$ cat config.mk
export PLATFORM = sky130hd
export DESIGN_NAME = serial_subtractor
export DESIGN_NICKNAME = d
export VERILOG_FILES = /design/src/rtl/serial_subtractor_pkg.sv /design/src/rtl/serial_subtractor_fullsubtractor.sv /design/src/rtl/serial_subtractor.sv
export SDC_FILE = /design/constraint.sdc
export NUM_CORES = 1
export LEC_CHECK = 0
export ABC_AREA = 1
export BUFFER_PORTS_ARGS = -buffer_cell sky130_fd_sc_hd__buf_2
export CORE_UTILIZATION = 53
export CTS_CLUSTER_SIZE = 30
export DETAILED_ROUTE_END_ITERATION = 10
export PLACE_DENSITY = 0.84
export SETUP_SLACK_MARGIN = 0.1
export SYNTH_ARGS = -nofsm -noshare
export SYNTH_HDL_FRONTEND = slang
export SYNTH_SLANG_ARGS = --single-unit
$ cat constraint.sdc
create_clock -name clk -period 1.6 [get_ports clk]
set_input_delay 0.08 -clock clk [delete_from_list [all_inputs] [get_ports clk]]
set_output_delay 0.08 -clock clk [all_outputs]
set_load 0.1 [all_outputs]
$ cat src/rtl/serial_subtractor_pkg.sv
// -----------------------------------------------------------------------------
// serial_subtractor_pkg
//
// Shared definitions for the bit-serial subtractor:
//   state_t    - FSM state encoding (IDLE / SHIFT / DONE)
//   cnt_width  - width of the bit counter for a given operand width
// -----------------------------------------------------------------------------
package serial_subtractor_pkg;

   typedef enum logic [1:0] {
      IDLE  = 2'd0,
      SHIFT = 2'd1,
      DONE  = 2'd2
   } state_t;

   // Bit counter only has to reach WIDTH-1, so ceil(log2(WIDTH)) bits suffice.
   // A one-bit floor keeps the declaration legal for degenerate widths.
   function automatic int cnt_width(input int width);
      return (width > 1) ? $clog2(width) : 1;
   endfunction

endpackage : serial_subtractor_pkg

$ cat src/rtl/serial_subtractor_fullsubtractor.sv
// -----------------------------------------------------------------------------
// fullsubtractor
//
// One-bit full subtractor computing x - y - bin.
//
// Ports:
//   x    in  minuend bit
//   y    in  subtrahend bit
//   bin  in  borrow in from the less significant bit
//   d    out difference bit
//   bout out borrow out to the more significant bit
// -----------------------------------------------------------------------------
module fullsubtractor (
   input  logic x,
   input  logic y,
   input  logic bin,
   output logic d,
   output logic bout
);

   assign d = x ^ y ^ bin;

   // Borrow when y exceeds x outright, or when they are equal and a borrow
   // is already pending from below.
   assign bout = (~x & y) | (~(x ^ y) & bin);

endmodule : fullsubtractor

$ cat src/rtl/serial_subtractor.sv
// -----------------------------------------------------------------------------
// serial_subtractor
//
// Bit-serial subtractor producing a - b modulo 2^WIDTH, one bit per clock,
// LSB first. A start in IDLE captures the operands; WIDTH SHIFT cycles follow,
// then a single DONE cycle announces the result. Results are held in output
// registers until the next operation completes.
//
// Parameters:
//   WIDTH   operand / result width in bits (2..32)
//
// Ports:
//   clk     in  clock, rising edge active
//   rst_n   in  asynchronous active-low reset
//   start   in  begin a subtraction (sampled in IDLE only)
//   a       in  minuend, captured on the accepting edge
//   b       in  subtrahend, captured on the accepting edge
//   busy    out high while the operation is shifting
//   done    out one-cycle pulse, result valid
//   diff    out a - b modulo 2^WIDTH
//   bout    out unsigned borrow out (a < b)
//   ovf     out two's-complement overflow of a - b
// -----------------------------------------------------------------------------
module serial_subtractor
   import serial_subtractor_pkg::*;
#(
   parameter int WIDTH = 4
) (
   input  logic             clk,
   input  logic             rst_n,
   input  logic             start,
   input  logic [WIDTH-1:0] a,
   input  logic [WIDTH-1:0] b,
   output logic             busy,
   output logic             done,
   output logic [WIDTH-1:0] diff,
   output logic             bout,
   output logic             ovf
);

   localparam int CW = cnt_width(WIDTH);

   state_t           state;
   state_t           state_next;

   logic [WIDTH-1:0] a_sr;       // minuend, shifted right each SHIFT cycle
   logic [WIDTH-1:0] b_sr;       // subtrahend, shifted right each SHIFT cycle
   logic [WIDTH-2:0] res_sr;     // result bits gathered so far, MSB-aligned
   logic [WIDTH-1:0] res_cat;    // res_sr with the current bit prepended
   logic [CW-1:0]    cnt;        // index of the bit being computed
   logic             br;         // running borrow

   logic             x;
   logic             y;
   logic             d_bit;
   logic             br_next;
   logic             last_bit;

   assign x        = a_sr[0];
   assign y        = b_sr[0];
   assign last_bit = (cnt == CW'(WIDTH - 1));

   // New bit enters at the MSB end; after the final bit this is the aligned
   // difference.
   assign res_cat  = {d_bit, res_sr};

   fullsubtractor u_fs (
      .x    (x),
      .y    (y),
      .bin  (br),
      .d    (d_bit),
      .bout (br_next)
   );

   // ---------------------------------------------------------------------------
   // FSM state register
   // ---------------------------------------------------------------------------
   // NOTE: sequential state uses non-blocking assignments so every flop samples
   // pre-edge values regardless of process ordering.
   always_ff @(posedge clk or negedge rst_n) begin
      if (!rst_n) begin
         state <= IDLE;
      end else begin
         state <= state_next;
      end
   end

   // ---------------------------------------------------------------------------
   // FSM next state and status outputs
   // ---------------------------------------------------------------------------
   always_comb begin
      // NOTE: every output of this block gets a default first, so no path can
      // leave one unassigned and infer a latch.
      state_next = state;
      busy       = 1'b0;
      done       = 1'b0;

      unique case (state)
         IDLE: begin
            if (start) begin
               state_next = SHIFT;
            end
         end

         SHIFT: begin
            busy = 1'b1;
            if (last_bit) begin
               state_next = DONE;
            end
         end

         DONE: begin
            done       = 1'b1;
            state_next = IDLE;
         end

         default: begin
            state_next = IDLE;
         end
      endcase
   end

   // ---------------------------------------------------------------------------
   // Datapath: operand capture, serial subtraction and result registers
   // ---------------------------------------------------------------------------
   // NOTE: the operand, result and counter registers are cleared by reset too,
   // so an aborted operation leaves no stale data visible anywhere.
   always_ff @(posedge clk or negedge rst_n) begin
      if (!rst_n) begin
         a_sr   <= '0;
         b_sr   <= '0;
         res_sr <= '0;
         cnt    <= '0;
         br     <= 1'b0;
         diff   <= '0;
         bout   <= 1'b0;
         ovf    <= 1'b0;
      end else begin
         unique case (state)
            IDLE: begin
               if (start) begin
                  a_sr   <= a;
                  b_sr   <= b;
                  res_sr <= '0;
                  cnt    <= '0;
                  br     <= 1'b0;
               end
            end

            SHIFT: begin
               a_sr   <= a_sr >> 1;
               b_sr   <= b_sr >> 1;
               res_sr <= res_cat[WIDTH-1:1];
               br     <= br_next;

               if (last_bit) begin
                  // Counter parks at WIDTH-1 instead of wrapping; the next
                  // accepting edge clears it.
                  diff <= res_cat;
                  bout <= br_next;
                  // On the last bit x and y are the captured operand MSBs and
                  // d_bit is the result MSB: overflow when the operand signs
                  // differ and the result sign differs from the minuend's.
                  ovf  <= (x != y) && (d_bit != x);
               end else begin
                  cnt <= cnt + CW'(1);
               end
            end

            default: begin
               // DONE: outputs hold, nothing to update.
            end
         endcase
      end
   end

endmodule : serial_subtractor

-- Yosys cells after proc, flatten, opt, wreduce, memory -nomap -nowiden
Index checks and enable logic that the tools add are counted.
- eq/ne operators: 8
- bitwise gates (word level): 7
- multiplexer cells: 16
- add/subtract/negate cells: 1
- reduce and logical (&&, ||, !) cells: 7
- operators by type and width (kind ; number):
    $pmux W4 S2 ; 2
    $mux W2 ; 4
    $mux W4 ; 2
    $pmux W2 S2 ; 2
    $ne A2 B2 Y1 const B ; 3
    $pmux W3 S2 ; 1
    $reduce_and A2 Y1 ; 3
    $eq A2 B2 Y1 const B ; 2
    $mux W1 ; 3
    $mux W3 ; 1
    $reduce_and A3 Y1 ; 1
    $add A2 B1 Y2 const B ; 1
    $and A1 B1 Y1 ; 2
    $eq A2 B1 Y1 const B ; 1
    $logic_not A2 Y1 ; 1
    $ne A1 B1 Y1 ; 2
    $not A1 Y1 ; 2
    $pmux W1 S2 ; 1
    $reduce_bool A2 Y1 ; 1
    $xor A1 B1 Y1 ; 2
    $logic_and A1 B1 Y1 ; 1
    $or A1 B1 Y1 ; 1
- input bits: 11
- register bits: 22
- output and inout port bits: 8

-- Longest topological paths before layout
Gate-level depths: netlist of run 1.
- word-level depth: 5
- mapped depth: 7
- gate-level depth less buffers: 6

-- Modules after synthesis
From an unflattened synthesis of run 1, not the netlist that was laid out.
- cell total of the unflattened synthesis: 114
- area total of the unflattened synthesis: 1038.5 um2
- modules (own cells, without submodules) (module ; area an instance (um2) ; instances ; cells an instance):
    serial_subtractor ; 1007.2 ; 1 ; 110
    fullsubtractor ; 31.3 ; 1 ; 4

-- Worst setup path after synthesis of run 1
No wires, ideal clock.
- path kind: reg2out
- start: register state[1]
- end: output done
- cell stages (with the launch flop): 4
- arrival time: 1.823 ns
- data required time: 1.520 ns
- path slack: -0.303 ns
- buffers on the path: 1
- cells stage by stage: dfrtp_1 inv_2 buf_6 nor2_1
- longest elaborated chain between the ends: 2
- ends and longest elaborated chain (element ; RTL line ; source):
    from (decl) ; serial_subtractor.sv:43 ; state_t state;
    from (signal assigned) ; serial_subtractor.sv:84 ; state <= state_next;
    $eq A2 B2 Y1 ; serial_subtractor.sv:98 ; unique case (state)
    $mux W1 ; serial_subtractor.sv:98 ;
    to (decl) ; serial_subtractor.sv:35 ; output logic done,
No other way between the ends.

-- Final worst setup path of run 1
- start: register state[0]
- end: output busy
- longest elaborated chain between the ends: 2
- ends and longest elaborated chain (element ; RTL line ; source):
    $eq A2 B1 Y1 ; serial_subtractor.sv:98 ;
    $mux W1 ; serial_subtractor.sv:98 ;
    to (decl) ; serial_subtractor.sv:34 ; output logic busy,
No other way between the ends.

==> summary by stage, run 1 <==
Critical path
The critical path is of the reg -> out type. STA puts the critical path data arrival time at around 1.3 ns. The required time of the worst setup path is 1.52 ns.

The largest fanout of any net on the critical path is 10. The kind of end point of the critical path is an output port. The worst setup path is launched from a register.

Floorplan
The effective utilization at floorplan is 0.585. Measured along the x axis, the die boundary spans 46.6 um. The I/O pin count is 19. The standard-cell row count is 15.

The die is 46.6 um tall. The placeable core area is 1800 sq um. The floorplan die area is between 2000 and 2500 sq um.

STA
The number of pins with negative max-slew slack in the final report is 0. After layout, the minimum clock period comes to around 1.4 ns. The top achievable clock speed is 0.735 GHz. For the pin with the worst max-slew slack, the measured transition is approximately 0.5 ns. Setup repair after global routing left no endpoint under its margin. The count of endpoints failing hold in the final timing report is 0.

Measured against its own limit, the worst slew margin works out to 0.678. The count of endpoints failing setup in the final report is 0. The share of the clock period used by the worst path after layout is 0.851.

Setup total negative slack on the finished layout was measured at 0 ns. The worst clock skew is 0.00560 ns.

GRT
The via count of the first global-routing pass is 729. The overall fraction of global-route tracks in use is 0.198. Entering global routing, the biggest net connects 23 pins.

The first global-routing pass estimated 2970 um of wire. The initial antenna violation count is 0. The residual overflow from global routing is 0.

Logic synthesis
Of the synthesized area, sequential elements account for 0.523. The count of mapped cells out of synthesis is 120. The number of nets in the synthesized netlist is 134.

During synthesis, Yosys emitted a total of 0 warnings. The count of different cell masters after synthesis is 16. Averaged over all synthesized cells, the footprint is just under 9 sq um. The cell area that synthesis handed to floorplanning was 1050 sq um. Counting flops and latches in the post-synthesis netlist gives 22.

Detailed routing
In the routed design, unresolved DRC markers number 0. The first-pass detailed-route iteration total is 4. The detailed-route wire length per cell is between 10 and 15 um. The routed via count divided by cell count is 4.84. The final layout contains routed wiring with a total length of about 1800 um. The final route contains 794 vias. In this run the remaining antenna-violating nets after routing total 0. In this run, the number of DRC markers left after iteration 0 of detailed routing was 21.

Hold path
The min-delay analysis places its worst path in the category in -> reg.

Job
Across the run, the number of max-cap violations was 0.

Clock network
The buffer depth of the longest clock path is 2. The tree is rooted in a clkbuf_4. The number of H-tree branching levels is 1. The clock slew seen by the registers of the worst setup and hold paths is 0.12 ns. Clock tree synthesis found a total of 22 sinks. The clock insertion delay at the later pin of the skew report is 0.30 ns. The TritonCTS clock tree is done. The number of CTS-inserted buffers is 3.

Layout
Summing all multi-input logic gate instances after layout gives a little over 400 sq um. In the final design database the tool counted 154 nets. The area added between synthesis and finish is 12.8%. With fillers left out, the area of the finished cells amounts to 1190 sq um.

The repair_antennas step left the layout with diodes totalling 0. The filler cells instantiated in the layout total roughly 160. Summing all flip-flop and latch instances after layout gives 552 sq um.

The ratio of cells with drive above 1 in the final layout is 0.266.

Placement
Once detailed placement completed, the half-perimeter wirelength came to around 1300 um. The quantity of I/O buffers inserted on ports is 18. At the end of routability-driven placement, the weighted congestion stood at 0.748. The placed cell area is 1140 sq um.

Status
The flow ran to the end, and the final reports show no timing, DRC or antenna violations.
final timing paths:
path                       slack, ns        to      from  cells past startpoint
max in group asynchronous       1.00  state[0]     rst_n                      2
hold / removal                  0.01   b_sr[3]      b[3]                      3
min in group asynchronous       0.25   diff[1]     rst_n                      2
setup reg to reg                0.27       ovf   b_sr[0]                      6
setup / recovery                0.24      busy  state[0]                      3
hold reg to reg                 0.49       ovf       ovf                      2
per-stage QoR:
| stage | std cells | setup WS (ns) | hold WS, ns | util |
|---|---|---|---|---|
| final | 164 | 0.239 | 0.0119 | 0.660 |
| after global placement | 159 | 0.325 | 0.0655 | 0.631 |
| after detailed placement | 159 | 0.287 | 0.0643 | 0.631 |
| after global routing | 164 | 0.153 | 0.0170 | 0.660 |
| after floorplan | 120 | 0.0806 | -0.216 | - |
| after CTS | 164 | 0.133 | 0.0139 | 0.659 |
Yosys cell counts:
library cell	instances	area, sq um
nor2_4	1	11.3
inv_2	1	3.75
buf_6	3	33.8
nand2_2	4	25.0
inv_4	1	6.26
dfrtp_1	22	551
o21ai_0	2	10.0
o21ai_2	6	52.6
nand2_1	46	173
nor2_1	4	15.0
o22ai_1	4	25.0
ha_1	2	25.0
nand3_1	10	50.1
buf_4	1	7.51
fa_1	1	20.0
inv_1	12	45.0
state kept, by name, summed over array words and instances (netlist names):
signal and cells:
a_sr 4, b_sr 4, bout 1, br 1, cnt 2, diff 4, ovf 1, res_sr 3
state 2
logic make-up after synthesis:
| group | count (synthesis) | synth area share |
|---|---|---|
| AO/OA/AOI/OAI | 12 | 0.0831 |
| AND/OR/NAND/NOR | 65 | 0.260 |
| adder cells (fa/ha/maj) | 3 | 0.0428 |
| flip-flops | 22 | 0.523 |
| buffers and inverters | 18 | 0.0914 |
per-layer routing:
layer  vias to the layer above  part of all wire  global-route usage
met5                         -                 0                   0
met4                         0             0.015              0.0706
met3                         4             0.030              0.0353
met2                        21              0.49               0.347
met1                       362              0.47               0.238
li1                        407                 -                   -
cell usage in the layout (no fill, tap or decap):
master,count
nor2_4,1
o21ai_0,2
dlygate4sd3_1,1
nor2_2,1
dfrtp_2,1
buf_4,2
inv_1,12
fa_1,1
clkbuf_8,1
dfrtp_1,21
nor2_1,3
clkbuf_4,3
o22ai_1,4
o21ai_2,6
buf_2,16
nand2_1,46
nand2_2,4
inv_4,1
inv_2,1
ha_1,2
nand3_1,10
critical path: stages, from the launching register on:
cell	delay [ns]
dfrtp_2	0.52
inv_4	0.06
nor2_4	0.10
buf_4	0.30
what timing repair did:
action	in CTS	in global routing
hold buffers	1	0
endpoints found under the setup margin	2	1
gates resized for setup	2	1
setup buffers	0	0
cloned	0	0
endpoints found under the hold margin	22	0
cell type report:
type / count / area share
clock buffers: 4 / 0.0305
inverters: 14 / 0.0463
multi-input cells: 80 / 0.344
flip-flops and latches: 22 / 0.464
well taps: 25 / 0.0263
repair buffers: 19 / 0.0884
Power of run 1 is not shown: default switching activity piles up to over one toggle a cycle in this logic, so the estimate is an artifact.
==> inputs of run 2 (changes only) <==
==> constraint.sdc (replaced) <==
create_clock -name clk -period 1.6 [get_ports clk]
set_input_delay 0.32 -clock clk [delete_from_list [all_inputs] [get_ports clk]]
set_output_delay 0.32 -clock clk [all_outputs]
set_load 0.1 [all_outputs]
==> run 2 against run 1 <==
  * Register-to-register slack got worse by 0.09 ns
  * Critical path depth did not move
  * Global-route usage rose by 2.0 points
  * Setup slack got worse by 0.097 ns
  * Utilization rose by 2.7 points
  * Count of clock-buffer cells in the layout did not move
  * First-iteration DRC count fell by 33%
==> summary by stage, run 2 (synthesized netlist as in run 1, its figures left out) <==
Critical path
The worst setup path is captured at an output port. The required time of the worst setup path is 1.28 ns (-0.24 ns). The worst setup slack for register-to-register paths is 0.18 ns (-0.09 ns). The startpoint of the worst-slack reg-to-reg timing path is b_sr[0]. The largest fanout of any net on the critical path was 4 (-6).

The endpoint of the worst-slack reg-to-reg timing path is ovf. The worst setup path is of the reg -> out kind. The timing endpoint of the critical path is busy.

The worst setup path is launched from a register. The depth of the worst register-to-register path is 6 (unchanged). The data arrival time of the critical path came to 1.14 ns (-0.14 ns). The most critical setup path has its startpoint at state[0].

Clock network
The number of sinks on the clock net is 22 (unchanged). The clock slew seen by the registers of the worst setup and hold paths is 0.11 ns (about the same). The number of CTS-inserted buffers is 3 (unchanged).

The number of H-tree branching levels came to 1 (unchanged). TritonCTS built the clock tree. The buffer depth of the longest clock path is 2 (unchanged).

The master cell of the clock root buffer is clkbuf_4. The clock insertion delay at the later pin of the skew report is 0.30 ns (about the same).

STA
The number of pins with negative max-slew slack in the final report is 0 (unchanged). The least setup slack across all paths after layout is 0.141 ns (-0.0973 ns). The top achievable clock speed came to 0.686 GHz (-6.7%). The share of the clock period used by the worst path after layout is 0.912 (+0.0608).

The worst relative slew slack came to 0.678 (about the same). The count of endpoints failing hold in the final timing report was 0 (unchanged). The sum of negative setup slack is 0 ns (unchanged). The count of endpoints failing setup in the final report was 0 (unchanged).

The worst clock skew is 0.00849 ns (+0.00288 ns). Setup repair after global routing left no endpoint under its margin. The post-route minimum period is 1.46 ns (+0.0973 ns).

The slew at the pin closest to its max-slew limit came to 0.484 ns (-0.00268 ns).

Placement
The final RePlAce weighted congestion is 0.758 (+1.3%). The worst setup slack before clock tree synthesis is 0.210 ns (-0.0777 ns). The quantity of I/O buffers inserted on ports was 18 (unchanged). The half-perimeter wire length after detailed placement came to 1380 um (+5.0%).

GRT
The via count of the first global-routing pass was 727 (-0.27%). The wire length of the first global-routing pass came to 3180 um (+7.0%). The overall fraction of global-route tracks in use is 0.218 (+0.0202). The pin count of the biggest net entering global routing is 23 (unchanged). The residual overflow from global routing was 0 (unchanged). The initial antenna violation count is 0 (unchanged).

Detailed routing
The routed via count divided by cell count is 4.86 (+0.41%). The DRC violation count after routing came to 0 (unchanged). The routed wire length is 1990 um (+11%). The detailed-route wire length per cell is 12.0 um (+9.3%). The first-pass detailed-route iteration total is 4 (unchanged). The first-iteration detailed-routing DRC count is 14 (-33%). The final antenna-violating net count was 0 (unchanged). The count of vias placed by the detailed router was 807 (+1.6%).

Job
The reported max-cap violation count is 0 (unchanged).

Floorplan
The standard-cell row count was 15 (unchanged). The floorplan die area is 2170 sq um (unchanged). The die height came to 46.6 um (unchanged).

The placeable core area is 1800 sq um (unchanged). The die width is 46.6 um (unchanged). The effective utilization at floorplan was 0.585 (unchanged). The I/O pin count is 19 (unchanged).

Layout
The final antenna diode count is 0 (unchanged). The largest registers in the layout are a_sr (4), b_sr (4), diff (4). Leaving out fill and tap cells, the most frequent cell in the layout is nand2_1. The area of combinational cells with multiple inputs came to 414 sq um (+1.2%). In the layout the commonest cells are 46 x nand2_1, 20 x dfrtp_1, 16 x buf_2, 12 x inv_1, 10 x nand3_1. Compared with the post-synthesis result, the final layout area differs by 17.5%. The sequential standard cell area came to 553 sq um (+0.23%). The count of filler cells inserted in the layout is 148 (-4.5%).

The number of nets at the end of the flow is 156 (+1.3%). The ratio of cells with drive above 1 in the final layout is 0.284 (+0.0175).

Hold path
The worst hold path begins at a[3]. The min-delay analysis places its worst path in the category in -> reg.

Status
The run finished with clean final reports.
-- run 2: changes by cell type in the layout (fill, tap and decap cells not counted) --
cell | previous run | this run
buf_12 | 0 | 2
dfrtp_1 | 21 | 20
dfrtp_2 | 1 | 2
inv_2 | 1 | 0
inv_4 | 1 | 2
nor2_2 | 1 | 0
nor2_4 | 1 | 2
-- run 2: worst min-delay path by stage --
| stage | endpoint | slack, ns | depth (start not counted) |
|---|---|---|---|
| 2_1_floorplan | a_sr[0] | 0.02 | 0 |
| 3_3_place_gp | diff[0] | 0.30 | 1 |
| 3_5_place_dp | diff[1] | 0.31 | 1 |
| 4_1_cts | a_sr[3] | 0.25 | 3 |
| 5_1_grt | a_sr[3] | 0.28 | 3 |
| 6_report | a_sr[3] | 0.25 | 3 |
-- run 2: final cells by class --
type,count,area share
sequential,22,0.447
multi-input combinational,80,0.335
timing repair buffer,21,0.117
inverter,14,0.0465
clock buffer,4,0.0293
tap,25,0.0253
-- run 2: stage by stage --
stage	util	cells	hold WS [ns]	cell area [sq um]
after global placement	0.650	159	0.301	1170
after CTS	0.686	166	0.249	1240
final	0.687	166	0.255	1240
after global routing	0.687	166	0.277	1240
after floorplan	-	120	0.0244	1060
after detailed placement	0.650	159	0.315	1170
-- run 2: repair_timing --
item / 4_1_cts / 5_1_grt
hold endpoints to repair: 22 / 0
hold buffers: 1 / 0
gates cloned: 0 / 0
pin swaps: 0 / 0
endpoints found under the setup margin: 2 / 1
buffers inserted: 2 / 0
gates resized for setup: 2 / 1
-- run 2: layer usage --
layer  global-route usage  share of wire  vias up  wire length, um
li1                     -              -      417                -
met1                0.268           0.44      368              885
met2                0.381           0.51       18             1020
met3               0.0353          0.028        4               55
met4               0.0765          0.013        0               25
met5                    0              0        -                0
-- run 2: worst max-delay path, stage by stage, from the launching register on --
cell     delay [ns]
dfrtp_2        0.46
inv_4          0.05
nor2_4         0.13
buf_12         0.19
Power of run 2 is left out for the same reason.
==> inputs of run 3 (changes only) <==
--- a/config.mk
+++ b/config.mk
@@ -5,8 +5,9 @@
 export SDC_FILE = /design/constraint.sdc
 export NUM_CORES = 1
 export LEC_CHECK = 0
-export ABC_AREA = 1
+export ABC_AREA = 0
 export BUFFER_PORTS_ARGS = -buffer_cell sky130_fd_sc_hd__buf_2
+export CAP_MARGIN = 20
 export CORE_UTILIZATION = 53
 export CTS_CLUSTER_SIZE = 30
 export DETAILED_ROUTE_END_ITERATION = 10
==> run 3 against run 2 <==
  * Register-to-register slack lost 0.02 ns
  * Non-clock buffer count is 9 higher
  * Synthesized cell count shrank 26%
  * Setup slack worse by 0.059 ns
  * Critical path type unchanged
  * Worst hold slack improved by 0.063 ns
  * Clock skew fell by 0.0032 ns
  * Critical endpoint unchanged
  * Critical path depth unchanged
==> summary by stage, run 3 <==
Status
The run finished with clean final reports.

Critical path
The largest fanout of any net on the critical path was 3 (-1). The startpoint class of the critical path is a register. The critical path class is reg -> out. STA classifies the critical path endpoint as an output port.

The required time of the worst setup path came to 1.28 ns (about the same). The data arrival time of the critical path was 1.20 ns (+0.06 ns).

STA
The number of pins with negative max-slew slack in the final report was 0 (unchanged). The post-route minimum period came to 1.52 ns (+0.0586 ns). The worst clock skew is 0.00527 ns (-0.00322 ns). The sum of negative setup slack is 0 ns (unchanged). The share of the clock period used by the worst path after layout was 0.948 (+0.0366).

The count of endpoints failing setup in the final report was 0 (unchanged). Setup repair after global routing could not meet its margin everywhere. The slew at the pin closest to its max-slew limit is 0.480 ns (-0.00376 ns). The top achievable clock speed is 0.659 GHz (-3.9%). The count of endpoints failing hold in the final timing report is 0 (unchanged).

The worst relative slew slack is 0.680 (+0.00251).

Logic synthesis
The number of nets in the synthesized netlist came to 103 (-23%). The post-synthesis sequential area ratio came to 0.510 (-0.0127). The average cell area after synthesis is 12.1 sq um (+38%). The number of register bits inferred by synthesis is 22 (unchanged). The share of the synthesized area in the top cell type came to 0.510 (-0.0127). The yosys synthesis warning count is 0 (unchanged). The count of different cell masters after synthesis was 29 (+13). The count of mapped cells out of synthesis is 89 (-26%). The post-synthesis instance area was 1080 sq um (+2.5%).

The most used flip-flop cell after synthesis is dfrtp_1. The most common cell in the netlist is dfrtp_1. By area the synthesized netlist is led by dfrtp_1 51%, nor4b_1 5.7%, inv_1 4.2%, mux2_2 4.2%, a221oi_1 4.1%. The fraction of synthesis flops using an asynchronous set or reset pin came to 1.00 (unchanged). The largest total area in the synthesized netlist belongs to dfrtp_1.

The commonest cells after synthesis are 22 x dfrtp_1, 12 x inv_1, 7 x nor4b_1, 5 x a221oi_1. The count of flip-flops with a built-in enable after synthesis is 0 (unchanged).

GRT
The pin count of the biggest net entering global routing is 23 (unchanged). The wire length of the first global-routing pass was 3350 um (+5.2%). The initial antenna violation count is 0 (unchanged). The via count of the first global-routing pass is 765 (+5.2%). The residual overflow from global routing came to 0 (unchanged). The overall fraction of global-route tracks in use was 0.228 (+0.0104).

Layout
The ratio of cells with drive above 1 in the final layout was 0.379 (+0.0956). The top cell types in the final layout, fill and taps aside, are 22 x dfrtp_1, 16 x buf_2, 11 x inv_1, 8 x buf_4, 7 x nor4b_1. The final antenna diode count was 0 (unchanged).

The area added between synthesis and finish is 25.6%. The largest registers in the layout are a_sr (4), b_sr (4), diff (4). The count of filler cells inserted in the layout is 132 (-11%). The number of nets at the end of the flow was 131 (-16%). The most common library cell in the layout ignoring fill and taps is dfrtp_1.

Floorplan
The die width is 47.1 um (+1.2%). The effective utilization at floorplan came to 0.593 (+0.00841). The floorplan die area is 2220 sq um (+2.4%).

The I/O pin count came to 19 (unchanged). The die height was 47.1 um (+1.2%). The standard-cell row count came to 15 (unchanged). The placeable core area is 1820 sq um (+1.0%).

Hold path
The min-delay analysis places its worst path in the category in -> reg.

Clock network
The TritonCTS clock tree is done. The number of CTS-inserted buffers is 3 (unchanged). The master cell of the clock root buffer is clkbuf_4. The number of sinks on the clock net is 22 (unchanged). The clock slew seen by the registers of the worst setup and hold paths is 0.12 ns (about the same). The clock insertion delay at the later pin of the skew report is 0.31 ns (about the same). The number of H-tree branching levels is 1 (unchanged). The buffer depth of the longest clock path is 2 (unchanged).

Detailed routing
The routed wire length is 2050 um (+3.1%). The routed via count divided by cell count came to 5.58 (+15%). The DRC violation count after routing is 0 (unchanged).

The final antenna-violating net count came to 0 (unchanged). The first-iteration detailed-routing DRC count was 6 (-8). The first-pass detailed-route iteration total came to 4 (unchanged). The count of vias placed by the detailed router came to 787 (-2.5%). The detailed-route wire length per cell is 14.6 um (+21%).

Job
The reported max-cap violation count is 0 (unchanged).

Placement
The quantity of I/O buffers inserted on ports came to 18 (unchanged). The half-perimeter wire length after detailed placement is 1380 um (-0.67%). The final RePlAce weighted congestion is 0.767 (+1.3%).
-- run 3: layout make-up --
type | count | area (sq um) | area share
Inverter | 12 | 45.0 | 0.0332
Multi-Input combinational cell | 48 | 453 | 0.334
Clock buffer | 3 | 22.5 | 0.0166
Tap cell | 25 | 31.3 | 0.0231
Timing Repair Buffer | 30 | 224 | 0.165
Sequential cell | 22 | 551 | 0.406
Clock inverter | 1 | 30.0 | 0.0221
-- run 3: stage by stage --
| stage | instances | util | hold slack, ns | setup slack (ns) | instance area [sq um] |
|---|---|---|---|---|---|
| after floorplan | 89 | - | 0.0244 | 0.108 | 1090 |
| after global placement | 129 | 0.670 | 0.299 | 0.168 | 1220 |
| after detailed placement | 129 | 0.670 | 0.308 | 0.0927 | 1220 |
| after CTS | 138 | 0.731 | 0.310 | 0.0812 | 1330 |
| after global routing | 141 | 0.745 | 0.319 | 0.0117 | 1360 |
| final | 141 | 0.745 | 0.318 | 0.0828 | 1360 |
-- run 3: cells by family after synthesis --
kind of cell / count (synthesis) / share of synthesized area
muxes: 5 / 0.0510
AOI/OAI and AO/OA: 17 / 0.144
adders and majority gates: 3 / 0.0417
DFF: 22 / 0.510
and+or+nand+nor: 22 / 0.159
xor gates and xnor gates: 1 / 0.00811
buffers and inverters: 19 / 0.0869
-- run 3: worst max-delay path, stage by stage (launching register included) --
cell and delay [ns]:
dfrtp_1 0.42, nor2b_4 0.19, buf_6 0.12, buf_12 0.16
-- run 3: repair_timing --
item,in CTS,in global routing
pin swaps,2,2
setup endpoints to repair,3,3
endpoints found under the hold margin,22,0
setup buffers,4,3
resized for setup,6,1
hold buffers,1,0
-- run 3: final timing paths --
check	startpoint	end	slack, ns	cells after the start
setup / recovery	state[0]	busy	0.08	3
hold / removal	b[3]	b_sr[3]	0.32	3
setup reg to reg	state[1]	cnt[1]	0.16	4
hold reg to reg	res_sr[0]	res_sr[0]	0.51	1
max in group asynchronous	rst_n	br	0.79	2
min in group asynchronous	rst_n	res_sr[2]	0.48	2
-- run 3: routing by layer --
metal  share of wire  global-route usage
met1            0.41               0.257
met2            0.54               0.414
met3           0.033              0.0346
met4           0.020               0.120
met5               0                   0
Power of run 3 is left out for the same reason.
